**src/rtl/tnn_pkg.sv**
```systemverilog
// tnn_pkg: shared activation encodings, FSM state type and beat-count width for the ternary neuron accumulator.
package tnn_pkg;
   localparam logic [1:0] ACT_POS  = 2'b01;
   localparam logic [1:0] ACT_ZERO = 2'b00;
   localparam logic [1:0] ACT_NEG  = 2'b11;
   localparam int BEAT_W = 8;
   typedef enum logic {ST_ACC, ST_OUT} state_t;
endpackage

```
**src/rtl/tna_sat_add.sv**
```systemverilog
// tna_sat_add: signed W-bit + 5-bit adder; saturates when TNA_SATURATE_EN is defined, otherwise wraps modulo 2^W.
module tna_sat_add #(
   parameter int W = 8
) (
   input  logic signed [W-1:0] a,
   input  logic signed [4:0]   d,
   output logic signed [W-1:0] y
);
`ifdef TNA_SATURATE_EN
   logic signed [W:0] s;
   assign s = (W+1)'(a) + (W+1)'(d);
   // A one-bit-wider sum disagreeing in its top two bits means the W-bit result overflowed.
   assign y = (s[W] ^ s[W-1]) ? {s[W], {(W-1){~s[W]}}} : s[W-1:0];
`else
   assign y = a + W'(d);
`endif
endmodule

```
**src/rtl/ternary_neuron_acc.sv**
```systemverilog
// ternary_neuron_acc: accumulates pos_cnt-neg_cnt per beat over a window and emits a ternary activation.
// Define TNA_SATURATE_EN for a saturating accumulator; default build wraps.
module ternary_neuron_acc
   import tnn_pkg::*;
#(
   parameter int ACC_W  = 8,
   parameter int THR_HI = 3,
   parameter int THR_LO = -3
) (
   input  logic                    clk,
   input  logic                    rst,
   input  logic                    in_valid,
   output logic                    in_ready,
   input  logic [3:0]              pos_cnt,
   input  logic [3:0]              neg_cnt,
   input  logic                    in_last,
   output logic                    out_valid,
   input  logic                    out_ready,
   output logic [1:0]              out_act,
   output logic signed [ACC_W-1:0] out_acc,
   output logic [BEAT_W-1:0]       out_beats
);
   localparam logic signed [ACC_W-1:0] HI = ACC_W'(THR_HI);
   localparam logic signed [ACC_W-1:0] LO = ACC_W'(THR_LO);
   if (THR_LO > THR_HI) begin : g_thr_chk
      $error("ternary_neuron_acc: THR_LO must not exceed THR_HI");
   end
   state_t                  state;
   logic signed [ACC_W-1:0] acc;
   logic signed [ACC_W-1:0] sum;
   logic signed [4:0]       delta;
   logic [BEAT_W-1:0]       beats;
   logic [BEAT_W-1:0]       beats_nx;
   logic [1:0]              act_nx;
   assign delta    = $signed({1'b0, pos_cnt} - {1'b0, neg_cnt});
   assign beats_nx = (beats == '1) ? beats : beats + BEAT_W'(1);
   assign act_nx   = (sum > HI) ? ACT_POS : (sum < LO) ? ACT_NEG : ACT_ZERO;
   assign in_ready = !rst && state == ST_ACC;
   tna_sat_add #(.W(ACC_W)) u_add (.a(acc), .d(delta), .y(sum));
   always_ff @(posedge clk) begin
      if (rst) begin
         state     <= ST_ACC;
         acc       <= '0;
         beats     <= '0;
         out_valid <= 1'b0;
         out_act   <= ACT_ZERO;
         out_acc   <= '0;
         out_beats <= '0;
      end else if (state == ST_ACC) begin
         if (in_valid) begin
            acc   <= sum;
            beats <= beats_nx;
            if (in_last) begin
               state     <= ST_OUT;
               out_valid <= 1'b1;
               out_acc   <= sum;
               out_beats <= beats_nx;
               out_act   <= act_nx;
            end
         end
      end else if (out_ready) begin
         state     <= ST_ACC;
         out_valid <= 1'b0;
         acc       <= '0;
         beats     <= '0;
      end
   end
endmodule

```
**config.mk**
```make
export PLATFORM = sky130hd
export DESIGN_NAME = ternary_neuron_acc
export DESIGN_NICKNAME = d
export VERILOG_FILES = /design/src/rtl/tnn_pkg.sv /design/src/rtl/tna_sat_add.sv /design/src/rtl/ternary_neuron_acc.sv
export SDC_FILE = /design/constraint.sdc
export NUM_CORES = 1
export LEC_CHECK = 0
export ABC_AREA = 0
export CORE_MARGIN = 2
export CORE_UTILIZATION = 55
export CTS_BUF_LIST = sky130_fd_sc_hd__clkbuf_16
export CTS_CLUSTER_SIZE = 20
export DETAILED_ROUTE_END_ITERATION = 6
export PLACE_DENSITY = 0.82
export REMOVE_ABC_BUFFERS = 1
export SYNTH_ARGS = -nofsm -noshare
export SYNTH_HDL_FRONTEND = slang
export SYNTH_SLANG_ARGS = --single-unit
```
**constraint.sdc**
```tcl
create_clock -name clk -period 11.45 [get_ports clk]
set_clock_uncertainty 0.2 [all_clocks]
set_input_delay 1.7175 -clock clk [delete_from_list [all_inputs] [get_ports clk]]
set_output_delay 1.7175 -clock clk [all_outputs]
set_load 0.01 [all_outputs]
```
==> impl_metrics.tcl <==
set metrics [dict create \
    ys_types 45 \
    syn2layout_area_growth_pct 23.11 \
    synth_enable_flop_cells 0 \
    firstDrtPassIters 4 \
    htree_num_levels 2 \
    grtUsageMet3_pct 3.819 \
    cts_tree "done" \
    finalHoldViolCount 0 \
    cap_violations 0 \
    pre_cts_ws_ns 6.006 \
    grt_usage_pct 21.09 \
    yosys_warnings 0 \
    endpoint_kind "register" \
    postRouteAntennaNets 0 \
    yosysMostFrequentCell "dfxtp_1" \
    synth.avg_cell_area_um2 8.209 \
    clockBufferDepth 2 \
    slew_viol_final 0 \
    grt_pass1_wl_mm 6.872 \
    post_cts_buffers 0 \
    num_rows 22 \
    synth_top_area_cell "dfxtp_1" \
    routedWlPerCell_um 12.97 \
    synth_seq_area_share_pct 35.69 \
    comb_power_share_pct 31.8 \
    critical_path.endpoint "out_act[0]$_SDFFE_PP0P_" \
    p_clk_share_pct 31.6 \
    syn-cell-area_um2 2019 \
    die_w_um 64.60 \
    antenna_found_initial 0 \
    cts_root_buf "clkbuf_16" \
    coreArea_um2 3606 \
    critPathKind "primary input to register" \
    holdBufCountCts 0 \
    worst_pin_slew_ns 1.174 \
    fp.dieH_um 64.60 \
    drcViolationCount 0 \
    setup_slack_ns 6.278 \
    whs_path_depth 2 \
    start_kind "primary input" \
    yosys-top-cells-area "dfxtp_1 36%, ha_1 8.1%, a21oi_1 6.7%" \
    rsz0062_at_grt "false" \
    cp_max_fo 11 \
    period_needed_ns 5.172 \
    io_buffers 32 \
    num_vias 1799 \
    die_area_um2 4173 \
    hpwl_mm 2.835 \
    drtIter0Drc 126 \
    initial_core_util_pct 56.00 \
    reg2reg_depth 5 \
    synth_commonest_cells "36 x dfxtp_1, 30 x nor2_1, 27 x a21oi_1" \
    internal_power_uw 270.6 \
    cts_resized 0 \
    clk_pin_slew_ns 0.05 \
    drive_gt1_share_pct 3.285 \
    synth_top_area_share_pct 35.69 \
    clk_latency_ns 0.27 \
    p_leak_nw 0.9631 \
    critPathArrivalTime_ns 5.12 \
    globalRouteOverflowTotal 0 \
    setup-violations-final 0 \
    antenna_cells 0 \
    synth_ff_type "dfxtp_1" \
    nets 302 \
    r2r_start "state$_SDFF_PP0_" \
    status "completed" \
    met2_usage_pct 32.03 \
    met1_usage_pct 29.62 \
    slew_headroom_pct 21.57 \
    finalSetupTns_ns 0 \
    min_path_type "register to register" \
    grt_pass1_vias 1539 \
    gp_congestion 0.8198 \
    p_total_uw 392.7 \
    cp.required_ns 11.39 \
    pwr-share-seq_pct 36.6 \
    top_usage_layer "met2" \
    max_freq_ghz 0.1934 \
    async_flop_share_pct 0 \
    viasPerCell 5.587 \
    cts.sinks 36 \
    p_sw_uw 122.0 \
    r2r_setup_slack_ns 8.73 \
    r2r-end "out_beats[2]$_SDFFE_PP0P_" \
    numCtsBuffers 5 \
    wirelength_mm 4.177 \
    switching_share_pct 31.07 \
    io_pins 33 \
    grt_max_degree 39 \
    crit_start "neg_cnt[0]" \
    synthCells 246 \
    irDropWorstVdd_uv 96.64 \
    ys_seq_elements 36 \
    powerDensity_nw_per_um2 157.9 \
    fin_crit_sh_pct 45.17 \
]
[layout by cell type, fill, tap and decap left out, types with 4 or more instances in the layout]
cell type         n
dfxtp_1          36
a21oi_1          27
nand2_1          26
nand3_1           4
and2_1            4
nor2_1           30
clkdlybuf4s50_1  32
clkbuf_16         5
ha_1             13
nor3_1            6
nor2b_1           8
inv_1            11
xnor2_1           4
o21ai_0           5
a211oi_1          5
a22oi_1           9
xor2_1            5
[power by group through the flow]
stage / clock, mW / sequential [mW] / combinational, mW
finish: 0.124 / 0.144 / 0.125
global route: 0.132 / 0.145 / 0.137
CTS: 0.125 / 0.144 / 0.124
detailed placement: 0 / 0.146 / 0.123
global placement: 0 / 0.146 / 0.119
floorplan: 0 / 0.147 / 0.0845
[worst min path at each step]
| stage | startpoint | slack, ns | end |
|---|---|---|---|
| finish | out_beats[0]$_SDFFE_PP0P_ | 0.25 | out_beats[0]$_SDFFE_PP0P_ |
| global route | out_beats[0]$_SDFFE_PP0P_ | 0.28 | out_beats[0]$_SDFFE_PP0P_ |
| CTS | out_valid$_SDFFE_PP0P_ | 0.26 | out_valid$_SDFFE_PP0P_ |
| detailed placement | out_acc[6]$_SDFFE_PP0P_ | 0.25 | out_acc[6]$_SDFFE_PP0P_ |
| global placement | out_valid$_SDFFE_PP0P_ | 0.24 | out_valid$_SDFFE_PP0P_ |
| floorplan | out_beats[0]$_SDFFE_PP0P_ | 0.27 | out_beats[0]$_SDFFE_PP0P_ |
[worst max-delay path, stage by stage]
cell	delay, ns
clkdlybuf4s50_1	0.46
ha_1	0.13
inv_1	0.06
fa_1	0.41
a21o_1	0.18
a21oi_1	0.33
ha_1	0.43
nor4b_1	0.23
a2111oi_4	0.29
nand3_2	0.13
or4_1	0.52
nor3_1	0.15
o41ai_1	0.08
[sequential cells by signal, indices dropped and copies added, names as in the netlist]
| name | flops |
|---|---|
| out_beats | 8 |
| beats | 8 |
| state | 1 |
| out_valid | 1 |
| out_acc | 8 |
| out_act | 2 |
| acc | 8 |
[metrics by stage]
step	hold WS, ns	area (um2)	utilization (%)	instances
finish	0.2501	2486	68.95	322
global route	0.2780	2486	68.95	322
CTS	0.2558	2486	68.95	322
detailed placement	0.2480	2354	65.27	315
global placement	0.2419	2354	65.27	315
floorplan	0.2700	1966	-	234
[layout make-up]
cell class              instances  area [um2]
clock buffers                   5       125.1
clock inverters                 2       7.507
fillers                       302        1120
inverters                      11       41.29
multi-input cells             187        1204
flip-flops and latches         36       720.7
well taps                      48       60.06
repair buffers                 33       327.8
[kinds of logic after synthesis]
group,Yosys count,synth area share (%)
flops,36,35.69
simple gates,96,22.99
compound gates,66,22.18
buf+inv,23,4.709
fa+ha+maj,15,10.04
mux,1,0.4957
xor+xnor,9,3.903
[per-layer routing]
layer / vias up / share of wire (%)
li1: 926 / -
met1: 822 / 48
met2: 43 / 47
met3: 8 / 3.7
met4: 0 / 1.4
met5: - / 0
No activity file was read; power rests on OpenSTA's default activity.
==> patch: new RTL, same flow settings <==
Set the parameter `ACC_W` to 10 (it was 8).
--- a/src/rtl/ternary_neuron_acc.sv
+++ b/src/rtl/ternary_neuron_acc.sv
@@ -5,3 +5,3 @@
 #(
-   parameter int ACC_W  = 8,
+   parameter int ACC_W  = 10,
    parameter int THR_HI = 3,
Ports: changed (resized out_acc); port bits go from 33 to 35. The function was not compared with the original's and may differ.
==> patch against the original RTL <==
  * Area after synthesis rose by 7.9%
  * Sequential cell count rose by 4
  * Total power rose by 12%
  * Final cell count rose by 5.6%
  * Clock power rose by 3%
  * First-iteration DRC count rose by 27%
  * Maximum frequency rose by 1.0%
  * Routed wire length rose by 15%
  * Design area rose by 7.7%
  * Synthesized cell count rose by 5.7%
  * Worst setup slack improved by 0.051 ns
  * Utilization rose by 2.6 points
  * Critical path type unchanged
  * Highest routed layer unchanged
==> patch: results <==
metrics = {
    "placement": {
        "placed_area_um2": 2540,
        "dp_slack_ns": 6.04,
        "dp_cells": 333,
        "gp_routability_congestion": 0.913,
        "hpwl_um": 3300,
        "portBuffers": 34,
    },
    "final_layout": {
        "num_antenna_cells": 0,
        "final_cells": 340,
        "reg_top3": "acc (10), out_acc (10)",
        "fin_util": 0.715,
        "nets": 321,
        "fillers": 329,
        "drive_above_1_share": 0.0685,
    },
    "clocking": {
        "cts-htree-levels": 2,
        "cts_max_path_buffers": 2,
        "cts_made_buffers": 5,
        "insertion_delay_ns": 0.28,
        "cts_resized": 0,
        "path_clk_slew_ns": 0.05,
        "cts_setup_buffers": 0,
        "root_buffer": "clkbuf_16",
    },
    "power_and_ir_drop": {
        "ir_drop_uv": 142,
        "leakage_nw": 1.08,
    },
    "outcome": {
        "outcome": "complete, no violations",
    },
    "grt": {
        "grt_pass1_vias": 1771,
        "grt_pass1_wl_um": 7880,
        "antenna_found_initial": 0,
        "grt_start_max_net_pins": 42,
        "track_usage": 0.232,
    },
    "synthesis": {
        "yosys-top-cells-area": "dfxtp_1, ha_1, a21oi_1",
        "syn_inst": 260,
        "ys.warnings.count": 0,
        "yosysSeqAreaShare": 0.368,
        "synthArstFlopShare": 0,
        "synth_commonest_cells": "dfxtp_1, nor2_1, a21oi_1, nand2_1, ha_1",
        "synth_cell_types": 43,
        "ys.flop_type": "dfxtp_1",
    },
    "hold_path": {
        "hp-class": "flip-flop to flip-flop",
    },
    "sta": {
        "relSlewSlack": 0.419,
    },
    "setup_path": {
        "arrival_ns": 5.13,
        "max_stage_delay_ns": 0.49,
        "critPathTopFamily": "compound AO/OA/AOI/OAI gates",
        "worstPathMaxFanout": 6,
        "crit_slowest_cell": "a21oi_1",
    },
    "drt": {
        "first_iter_violations": 160,
        "wl_per_cell_um": 14.1,
        "avgViaCountPerCell": 5.66,
        "dr.pass1.iters": 4,
    },
}
## patch: cell types whose count changed after synthesis, moves of 5 or more
| cell | before | now |
|---|---|---|
| nor2b_1 | 8 | 2 |
| nand2_1 | 26 | 31 |
| o21ai_0 | 5 | 10 |
| inv_1 | 11 | 6 |
## patch: area by class of cell
class | count | share of cell area
Multi-Input combinational cell | 202 | 0.485
Timing Repair Buffer | 37 | 0.136
Clock buffer | 5 | 0.0467
Sequential cell | 40 | 0.299
Inverter | 6 | 0.00841
Tap cell | 48 | 0.0224
Clock inverter | 2 | 0.00327
## patch: power breakdown
part / leakage [nW] / switching (mW) / total (mW) / internal [mW]
registers: 0.327 / 0.00863 / 0.162 / 0.153
logic: 0.685 / 0.0831 / 0.149 / 0.0654
clock network: 0.0709 / 0.0500 / 0.128 / 0.0781
## patch: kinds of logic (layout without fill, tap and decap cells)
family,count (synthesis),in the layout,share of synthesized area
AOI/OAI and AO/OA,74,74,0.221
xor gates and xnor gates,15,15,0.0603
adders and majority gates,16,16,0.0988
buffers and inverters,18,50,0.0368
DFF,40,40,0.368
muxes,1,1,0.00460
and+or+nand+nor,96,96,0.211
## patch: per-layer routing
layer | GRT usage | up-vias | wire (µm)
li1 | - | 976 | -
met1 | 0.289 | 884 | 2190
met2 | 0.391 | 55 | 2280
met3 | 0.0507 | 8 | 244
met4 | 0.0842 | 0 | 73
met5 | 0 | - | 0
## patch: final timing paths
path	from	to	slack, ns	cells after the start
max	neg_cnt[0]	out_act[1]	6.33	14
min	out_valid	out_valid	0.25	2
max reg2reg	acc[0]	out_act[0]	8.81	8
min reg2reg	out_valid	out_valid	0.25	2
## patch: tightest hold or removal path, cell delays in order (launching register included)
cell and delay (ns):
dfxtp_1 0.30, nand2_1 0.05, a21oi_1 0.05
